**config.mk**
```make
export PLATFORM = sky130hd
export DESIGN_NAME = stopwatch_lap
export DESIGN_NICKNAME = d
export VERILOG_FILES = /design/src/rtl/stopwatch_lap.sv
export SDC_FILE = /design/constraint.sdc
export NUM_CORES = 1
export LEC_CHECK = 0
export CORE_MARGIN = 10
export CORE_UTILIZATION = 58
export DETAILED_ROUTE_END_ITERATION = 6
export PLACE_DENSITY = 0.8
export SLEW_MARGIN = 20
export SYNTH_ARGS = -nofsm -noshare
export SYNTH_HDL_FRONTEND = slang
export SYNTH_SLANG_ARGS = --single-unit
export TNS_END_PERCENT = 30
```
**constraint.sdc**
```tcl
create_clock -name clk -period 4.05 [get_ports clk]
set_input_delay 0.81 -clock clk [delete_from_list [all_inputs] [get_ports clk]]
set_output_delay 0.81 -clock clk [all_outputs]
set_load 0.1 [all_outputs]
```
**src/rtl/stopwatch_lap.sv**
```systemverilog
// Run/pause stopwatch with BCD mm:ss:cc output, lap capture FIFO (first-word-fall-through)
// and selectable wrap/saturate at 59:59.99.
module stopwatch_lap #(
   parameter int unsigned CLK_HZ    = 100000000,
   parameter int unsigned TICK_HZ   = 100,
   parameter int unsigned LAP_DEPTH = 4,
   parameter int unsigned ROLLOVER  = 1
) (
   input  logic                           clk,
   input  logic                           reset,
   input  logic                           start,
   input  logic                           lap,
   output logic [7:0]                     time_cs,
   output logic [7:0]                     time_sec,
   output logic [7:0]                     time_min,
   output logic                           running,
   output logic                           ovf,
   output logic                           lap_valid,
   input  logic                           lap_ready,
   output logic [23:0]                    lap_data,
   output logic [$clog2(LAP_DEPTH+1)-1:0] lap_count,
   output logic                           lap_drop
);

   localparam int unsigned DIV = CLK_HZ / TICK_HZ;
   localparam int unsigned PW  = (DIV > 1) ? $clog2(DIV) : 1;
   localparam int unsigned AW  = $clog2(LAP_DEPTH);
   localparam int unsigned CW  = $clog2(LAP_DEPTH + 1);
   localparam bit          SAT = (ROLLOVER == 0);

   typedef enum logic [1:0] {IDLE, RUN, PAUSE, DONE} state_t;

   state_t        state_q, state_d;
   logic [PW-1:0] presc_q;
   logic [23:0]   tq, tq_d;
   logic [5:0]    c;
   logic          tick, terminal, sat_hit, advance;

   assign tick     = (state_q == RUN) && (presc_q == PW'(DIV - 1));
   assign terminal = tick && (tq == 24'h595999);
   assign sat_hit  = SAT && terminal;
   assign advance  = tick && !sat_hit;

   function automatic logic [4:0] bcd_inc(input logic [3:0] d, input logic [3:0] top,
                                          input logic cin);
      if (!cin)
         return {1'b0, d};
      if (d == top)
         return {1'b1, 4'd0};
      return {1'b0, d + 4'd1};
   endfunction

   always_comb begin
      state_d = state_q;
      case (state_q)
         IDLE:    if (start) state_d = RUN;
         RUN:     if (sat_hit) state_d = DONE;
                  else if (start) state_d = PAUSE;
         PAUSE:   if (start) state_d = RUN;
         DONE:    state_d = DONE;
         default: state_d = IDLE;
      endcase
   end

   // Whole carry chain resolves in one edge; c[5] is the wrap out of 59:59.99.
   always_comb begin
      c    = '0;
      tq_d = tq;
      {c[0], tq_d[3:0]}   = bcd_inc(tq[3:0],   4'd9, advance);
      {c[1], tq_d[7:4]}   = bcd_inc(tq[7:4],   4'd9, c[0]);
      {c[2], tq_d[11:8]}  = bcd_inc(tq[11:8],  4'd9, c[1]);
      {c[3], tq_d[15:12]} = bcd_inc(tq[15:12], 4'd5, c[2]);
      {c[4], tq_d[19:16]} = bcd_inc(tq[19:16], 4'd9, c[3]);
      {c[5], tq_d[23:20]} = bcd_inc(tq[23:20], 4'd5, c[4]);
   end

   always_ff @(posedge clk) begin
      if (reset) begin
         state_q <= IDLE;
         presc_q <= '0;
         tq      <= '0;
         ovf     <= 1'b0;
      end else begin
         state_q <= state_d;
         if (state_q == RUN)
            presc_q <= tick ? '0 : presc_q + PW'(1);
         tq <= tq_d;
         if (c[5] || sat_hit)
            ovf <= 1'b1;
      end
   end

   assign running  = (state_q == RUN);
   assign time_cs  = tq[7:0];
   assign time_sec = tq[15:8];
   assign time_min = tq[23:16];

   logic [23:0]   mem [LAP_DEPTH];
   logic [AW-1:0] wr_ptr, rd_ptr;
   logic          push_req, push, pop, full;

   assign lap_valid = (lap_count != '0);
   assign full      = (lap_count == CW'(LAP_DEPTH));
   assign pop       = lap_valid && lap_ready;
   assign push_req  = lap && (state_q != IDLE);
   // When full, a simultaneous pop frees the slot the write lands in (wr_ptr == rd_ptr).
   assign push      = push_req && (!full || pop);
   assign lap_data  = mem[rd_ptr];

   always_ff @(posedge clk) begin
      if (reset) begin
         wr_ptr    <= '0;
         rd_ptr    <= '0;
         lap_count <= '0;
         lap_drop  <= 1'b0;
         for (int unsigned i = 0; i < LAP_DEPTH; i++)
            mem[i] <= '0;
      end else begin
         if (push) begin
            mem[wr_ptr] <= tq;
            wr_ptr      <= wr_ptr + AW'(1);
         end
         if (pop)
            rd_ptr <= rd_ptr + AW'(1);
         case ({push, pop})
            2'b10:   lap_count <= lap_count + CW'(1);
            2'b01:   lap_count <= lap_count - CW'(1);
            default: lap_count <= lap_count;
         endcase
         if (push_req && !push)
            lap_drop <= 1'b1;
      end
   end

endmodule

```
==> impl_results.md <==
- Number of hold buffers added after CTS: 0
- Leakage power: about 3.2 nW
- Number of gates resized after CTS: 0
- Hold Worst Slack: 488 ps
- Final wirelength: 15.8 mm
- Combined area of all synthesized cells: between 7000 and 8000 µm²
- Dpl hpwl: just over 10 mm
- Port Buffer Count: 59
- Total of flip-flops plus latches after synthesis: 153
- Cell internal pwr: 3.22 mW
- Fmax: approximately 0.31 GHz
- Fraction of the yosys area taken by sequential cells: 0.565
- Top Ports: 60
- Clock Latency Late Sink: around 430 ps
- Routability congestion estimate: 0.815
- Global-route wire length before repair: 26.2 mm
- Overall overflow remaining after global route: 0
- Path class of the lowest-slack min-delay path: register to register
- Worst setup margin: 847 ps
- Maximum count of clock buffers along a single path: 2
- Switching power summed over all nets: around 1.7 mW
- DR vias: between 5,000 and 6,000
- Clock net sink count: roughly 150
- Sum of negative setup slack: 0 ps
- RSZ-0062 raised after global routing: false
- Area of the placeable core: 12,000 µm²
- Total of max-cap violations: 0
- Layout cell share with drive strength beyond 1: 0.157
- Die outline area: around 17,000 µm²
- Final period utilization: 0.791
- Type of element capturing the critical path: output port
- Portion of total power attributed to combinational logic: 0.288
- Post-route ant nets: 0
- Slew @ Worst Pin: around 1000 ps
- EDFF count, synth: 96
- Fraction of power spent switching nets: 0.348
- Storage element area: around 4000 µm²
- Syn Inst Count: ~600
- Horizontal die dimension: 131 µm
- Area taken by multi-input logic gates: approximately 2800 µm²
- Initial standard-cell utilization of the core: 0.593
- Synthesis-to-layout area growth: 18.6%
- Worst setup startpoint: state_q[0]$_SDFFE_PP0P_
- Area of all placed cells without fillers: between 8000 and 9000 µm²
- Mean cell area of the mapped netlist: approximately 12 µm²
- Outcome: complete, no violations
- Power Density: 584 nW/µm²
- Post-CTS setup buffer count: 0
- Initial detailed-routing violation count: between 500 and 600
- Net Count, Synth: 626
- Placement Setup Slack: ~870 ps
- Critical path required time: around 3200 ps
- DRC violations left: 0
- Final-stage net count: around 700
- TritonCTS clock tree: yes
- Total global routing track utilization: 0.197
- Routed len/inst: between 15 and 20 µm
- Via count normalized by instance count: between 6 and 7
- Critical setup path kind: register to output port
- Critical path startpoint category: register
- Total Power: around 5 mW
- Vias in the first global route: 5,213
- Number of failing hold endpoints at the final stage: 0
- Worst-path clk slew: ~60 ps
- Maximum fanout along the worst path: 13
- Floorplan row count: 40
- Initial DRT Pass Iterations: 6
- Relative slew slack: 0.327
- Min-Delay Startpoint: presc_q[19]$_SDFFE_PP0N_
- Predominant post-synthesis flop cell: edfxtp_1
- Number of max-slew violations in the final report: 0
- Number of distinct library cells after synthesis: 58
- Fill cell instance count of the final layout: roughly 840
- Number of buffers created by CTS: 17
- Maximum clock skew at final layout: roughly 9.3 ps
- Number of H-tree levels: 4
- Total setup violations reported at the end of the flow: 0
- Antenna diode count: 0
- Clock power share: 0.354
- DIE HEIGHT: between 100 and 150 µm
- Largest net degree at the start of global routing: 47
- Ys async rst share: 0
- Root cell of the clock tree: clkbuf_16
- Worst VDD drop: ~0.32 mV
- Minimum clock period after layout: around 3200 ps
- DP Area: approximately 8000 µm²
- Yosys warns: 0
- Initial antenna violation count: 0
- Data arrival time of the critical path: approximately 2400 ps
- Sequential share of power: 0.359
- Reg-to-reg critical path startpoint: tq[0]$_SDFFE_PP0N_
## worst max-delay path, cell delays in order, from the launching register on
cell and delay, ps:
dfxtp_1 410, nand2b_1 150, inv_2 210, clkdlybuf4s50_1 1190
## cells in the final DEF (no fill, tap or decap), types with 8 or more instances in the layout
cell             Yosys  final
edfxtp_1            96     96
nor2_1              75     75
dfxtp_1             57     57
inv_1               37     37
nand2_1             35     35
clkdlybuf4s50_1      0     35
buf_4                2     34
and2_1              26     26
a21oi_1             25     25
mux4_2              24     24
nand4_1             19     19
clkbuf_16            0     17
o21ai_0             15     15
o31ai_1             17     15
nor3_1              14     14
ha_1                13     13
or4_1               10     10
or3_1                8      8
and4_1               8      8
nand3_1              8      8
## per-layer routing
layer	GRT usage	wire length [µm]	vias up	share of wire
met5	0	0	-	0
met4	0.0922	185	0	0.012
met3	0.0431	927	21	0.059
met2	0.337	8200	163	0.52
met1	0.233	6460	2475	0.41
li1	-	-	2348	-
## synth_stat cells, types with 2 or more instances
cell type | count | area [µm²]
a211oi_1 | 2 | 15.0
a21oi_1 | 25 | 125
a31oi_1 | 2 | 12.5
a32o_1 | 2 | 20.0
and2_1 | 26 | 163
and3_1 | 7 | 43.8
and3b_1 | 7 | 61.3
and4_1 | 8 | 70.1
buf_1 | 2 | 7.51
buf_2 | 9 | 45.0
buf_4 | 2 | 15.0
clkbuf_1 | 20 | 75.1
dfxtp_1 | 57 | 1140
edfxtp_1 | 96 | 2880
ha_1 | 13 | 163
inv_1 | 37 | 139
mux2_1 | 3 | 33.8
mux2_2 | 2 | 22.5
mux2i_1 | 3 | 30.0
mux4_2 | 24 | 541
nand2_1 | 35 | 131
nand2b_1 | 3 | 18.8
nand3_1 | 8 | 40.0
nand3b_1 | 5 | 37.5
nand4_1 | 19 | 119
nand4_2 | 3 | 37.5
nor2_1 | 75 | 282
nor2b_1 | 7 | 43.8
nor3_1 | 14 | 70.1
nor3b_1 | 4 | 30.0
nor4b_2 | 2 | 30.0
o21ai_0 | 15 | 75.1
o21ai_2 | 2 | 17.5
o31ai_1 | 17 | 128
or3_1 | 8 | 50.1
or4_1 | 10 | 75.1
xnor2_1 | 6 | 52.6
xor2_1 | 7 | 61.3
## through the flow
stage	instances	utilization
final	822	0.704
after CTS	822	0.704
after global routing	822	0.704
after detailed placement	790	0.649
after floorplan	607	-
after global placement	790	0.649
## sequential cells by signal, summed over array words and instances (netlist names), 2 cells and up, named ones only
name       flops
mem           96
lap_count      3
state_q        2
presc_q       20
tq            24
rd_ptr         2
wr_ptr         2
## kinds of logic after synthesis
family | synth area share
xor gates and xnor gates | 0.0160
and+or+nand+nor | 0.199
adders and majority gates | 0.0256
AOI/OAI and AO/OA | 0.0658
DFF | 0.565
buffers and inverters | 0.0406
muxes | 0.0880
## final timing paths
check | to | slack (ps) | depth (start not counted)
max | running | 850 | 3
min reg2reg | presc_q[19]$_SDFFE_PP0N_ | 490 | 2
min | presc_q[19]$_SDFFE_PP0N_ | 490 | 2
max reg2reg | tq[20]$_SDFFE_PP0P_ | 1640 | 5
## power by group through the flow
| stage | Sequential, mW | Combinational [mW] | Clock, mW |
|---|---|---|---|
| floorplan | 1.89 | 1.08 | 0 |
| global placement | 1.80 | 1.42 | 0 |
| detailed placement | 1.80 | 1.44 | 0 |
| CTS | 1.77 | 1.44 | 1.75 |
| global route | 1.78 | 1.48 | 1.82 |
| finish | 1.77 | 1.42 | 1.75 |
## cell type report
| cell class | count | area share |
|---|---|---|
| timing repair buffer | 69 | 0.0716 |
| tap | 147 | 0.0218 |
| sequential | 153 | 0.476 |
| clock inverter | 10 | 0.0224 |
| clock buffer | 22 | 0.0549 |
| multi-input combinational | 382 | 0.336 |
| inverter | 39 | 0.0173 |
No activity file was read; power rests on OpenSTA's default activity.
==> edit: new RTL, config.mk and constraints unchanged <==
Re-encode `state_t` (4 states) as Gray code, 2 bits wide.
--- a/src/rtl/stopwatch_lap.sv
+++ b/src/rtl/stopwatch_lap.sv
@@ -28,7 +28,7 @@
    localparam int unsigned CW  = $clog2(LAP_DEPTH + 1);
    localparam bit          SAT = (ROLLOVER == 0);
 
-   typedef enum logic [1:0] {IDLE, RUN, PAUSE, DONE} state_t;
+   typedef enum logic [1:0] {IDLE = 2'b00, RUN = 2'b01, PAUSE = 2'b11, DONE = 2'b10} state_t;
 
    state_t        state_q, state_d;
    logic [PW-1:0] presc_q;
Function: same outputs for any inputs over 10 cycles, from zero or initial values and one cycle with reset high; not proved beyond that.
==> edit against the unedited design <==
Highest routed layer unchanged. Sequential cell count unchanged. Synthesized cell count shrank 3.0%. Routed wire length increased by 0.35%. Final area shrank 0.50%. Critical endpoint is now lap_data[5]. Setup slack better by 0.12 ns. Register-to-register slack worse by 0.29 ns. Area after synthesis increased by 0.67%. Clock skew fell by 0.0014 ns. Die area up 0.57%. Final cell count shrank 0.24%. Total power rose by 0.91%. Hold slack worse by 0.033 ns.
==> edit: results (changes against the unedited design) <==
| Quantity | Reported | Change |
|:---|:---|:---|
| Status | finished, final reports clean |  |
| Fill cell instance count of the final layout | 862 | +3.1% |
| Port Buffer Count | 59 | unchanged |
| Leakage power total | 3.04 nW | -3.9% |
| Routed via count | 4889 | -2.4% |
| Sequential area share after synthesis | 56.1% | -0.37 points |
| Largest fanout on the critical path | 24 | +11 |
| Final clock skew | 0.00784 ns | -0.00142 ns |
| Share of the synthesized area in compound gates (AO/OA/AOI/OAI) | 6.65% | +0.061 points |
| Most numerous cell types in the synthesized netlist | 96 x sky130_fd_sc_hd__edfxtp_1, 93 x sky130_fd_sc_hd__and2_1, 57 x sky130_fd_sc_hd__dfxtp_1, 33 x sky130_fd_sc_hd__a21oi_1, 30 x sky130_fd_sc_hd__nor2_1 |  |
| # nets final | 661 | -2.9% |
| Actual slew at the worst max-slew pin | 1.01 ns | +0.00144 ns |
| Share of cells above drive strength 1 | 15.6% | -0.060 points |
| VDD IR-drop max | 0.970 mV | +210% |
| Worst slack at placement | 0.831 ns | -0.0420 ns |
| 1st-pass router iterations | 5 | -1 |
| Worst EP arrival | 2.27 ns | -0.12 ns |
| Area share of xor/xnor cells in the synthesized design | 1.71% | +0.11 points |
| Worst reg-to-reg path cell count | 8 | +3 |
| Async set-or-reset flop fraction in the synthesized netlist | 0% | unchanged |
| Number of violations reported at the end of detailed-routing iteration 0 | 521 | -2.8% |
| Placer Congestion | 0.838 | +2.8% |
| Clock buffers created by TritonCTS | 17 | unchanged |
| Die area | 17200 sq um | +0.57% |
| Net count after synthesis | 611 | -2.4% |
| Maximum number of pins on one net before global-route repair | 54 | +15% |
| Startpoint of the worst hold path | ovf |  |
| Instance count of the mapped netlist | 589 | -3.0% |
| Number of instances in the placed design | 788 | -0.25% |
| Largest cells by area after synthesis | sky130_fd_sc_hd__edfxtp_1 40%, sky130_fd_sc_hd__dfxtp_1 16%, sky130_fd_sc_hd__and2_1 8.1%, sky130_fd_sc_hd__mux4_2 7.5%, sky130_fd_sc_hd__ha_1 2.8% |  |
| Worst R2R Start | state_q[1] |  |
| EDFF count, synth | 96 | unchanged |
| Detail-routed via count per cell | 5.96 | -2.1% |
| Detail Placement HPWL | 10200 um | +0.25% |
| Number of global-route vias before repair | 5076 | -2.6% |
| Post-Synth Adder-Cell Area | 3.07% | +0.51 points |
edit: worst paths after layout:
| check | to | slack [ns] |
|---|---|---|
| worst max-delay path | lap_data[5] | 0.97 |
| worst min-delay path | ovf | 0.46 |
| worst max register to register | mem[1][0] | 1.35 |
| worst min register to register | ovf | 0.46 |
edit: cells by family after synthesis:
logic type	count (synthesis)
AO/OA/AOI/OAI	77
XOR/XNOR	14
adder cells (fa/ha/maj)	17
buffers and inverters	54
flip-flops	153
multiplexers	30
AND/OR/NAND/NOR	244
edit: critical path, cell delays in order, from the launching register on:
cell and delay (ns):
sky130_fd_sc_hd__dfxtp_2 0.93, sky130_fd_sc_hd__mux4_2 0.64, sky130_fd_sc_hd__buf_4 0.26
edit: cell type report:
type | instances | area share [%]
Sequential cell | 153 | 47.9
Multi-Input combinational cell | 382 | 35.1
Timing Repair Buffer | 69 | 7.14
Clock buffer | 19 | 5.15
Tap cell | 168 | 2.50
Clock inverter | 13 | 1.55
Inverter | 16 | 0.714
edit: per-layer routing:
| layer | up-vias | track usage (%) | routed length, um |
|---|---|---|---|
| li1 | 2291 | - | - |
| met2 | 161 | 30.8 | 8060 |
| met3 | 24 | 4.42 | 1030 |
| met1 | 2413 | 22.5 | 6420 |
| met4 | 0 | 8.31 | 328 |
| met5 | - | 0 | 0 |
edit: report_power, final:
group	total [W]	internal (W)	switching [W]
combinational	0.00158	0.000425	0.00116
clock	0.00150	0.000897	0.000607
sequential	0.00189	0.00177	0.000128
edit: stage by stage:
step,hold slack [ns],instance area (sq um)
floorplan,0.454,7170
global placement,0.435,7850
detailed placement,0.449,7850
CTS,0.466,8410
global route,0.493,8410
finish,0.455,8410
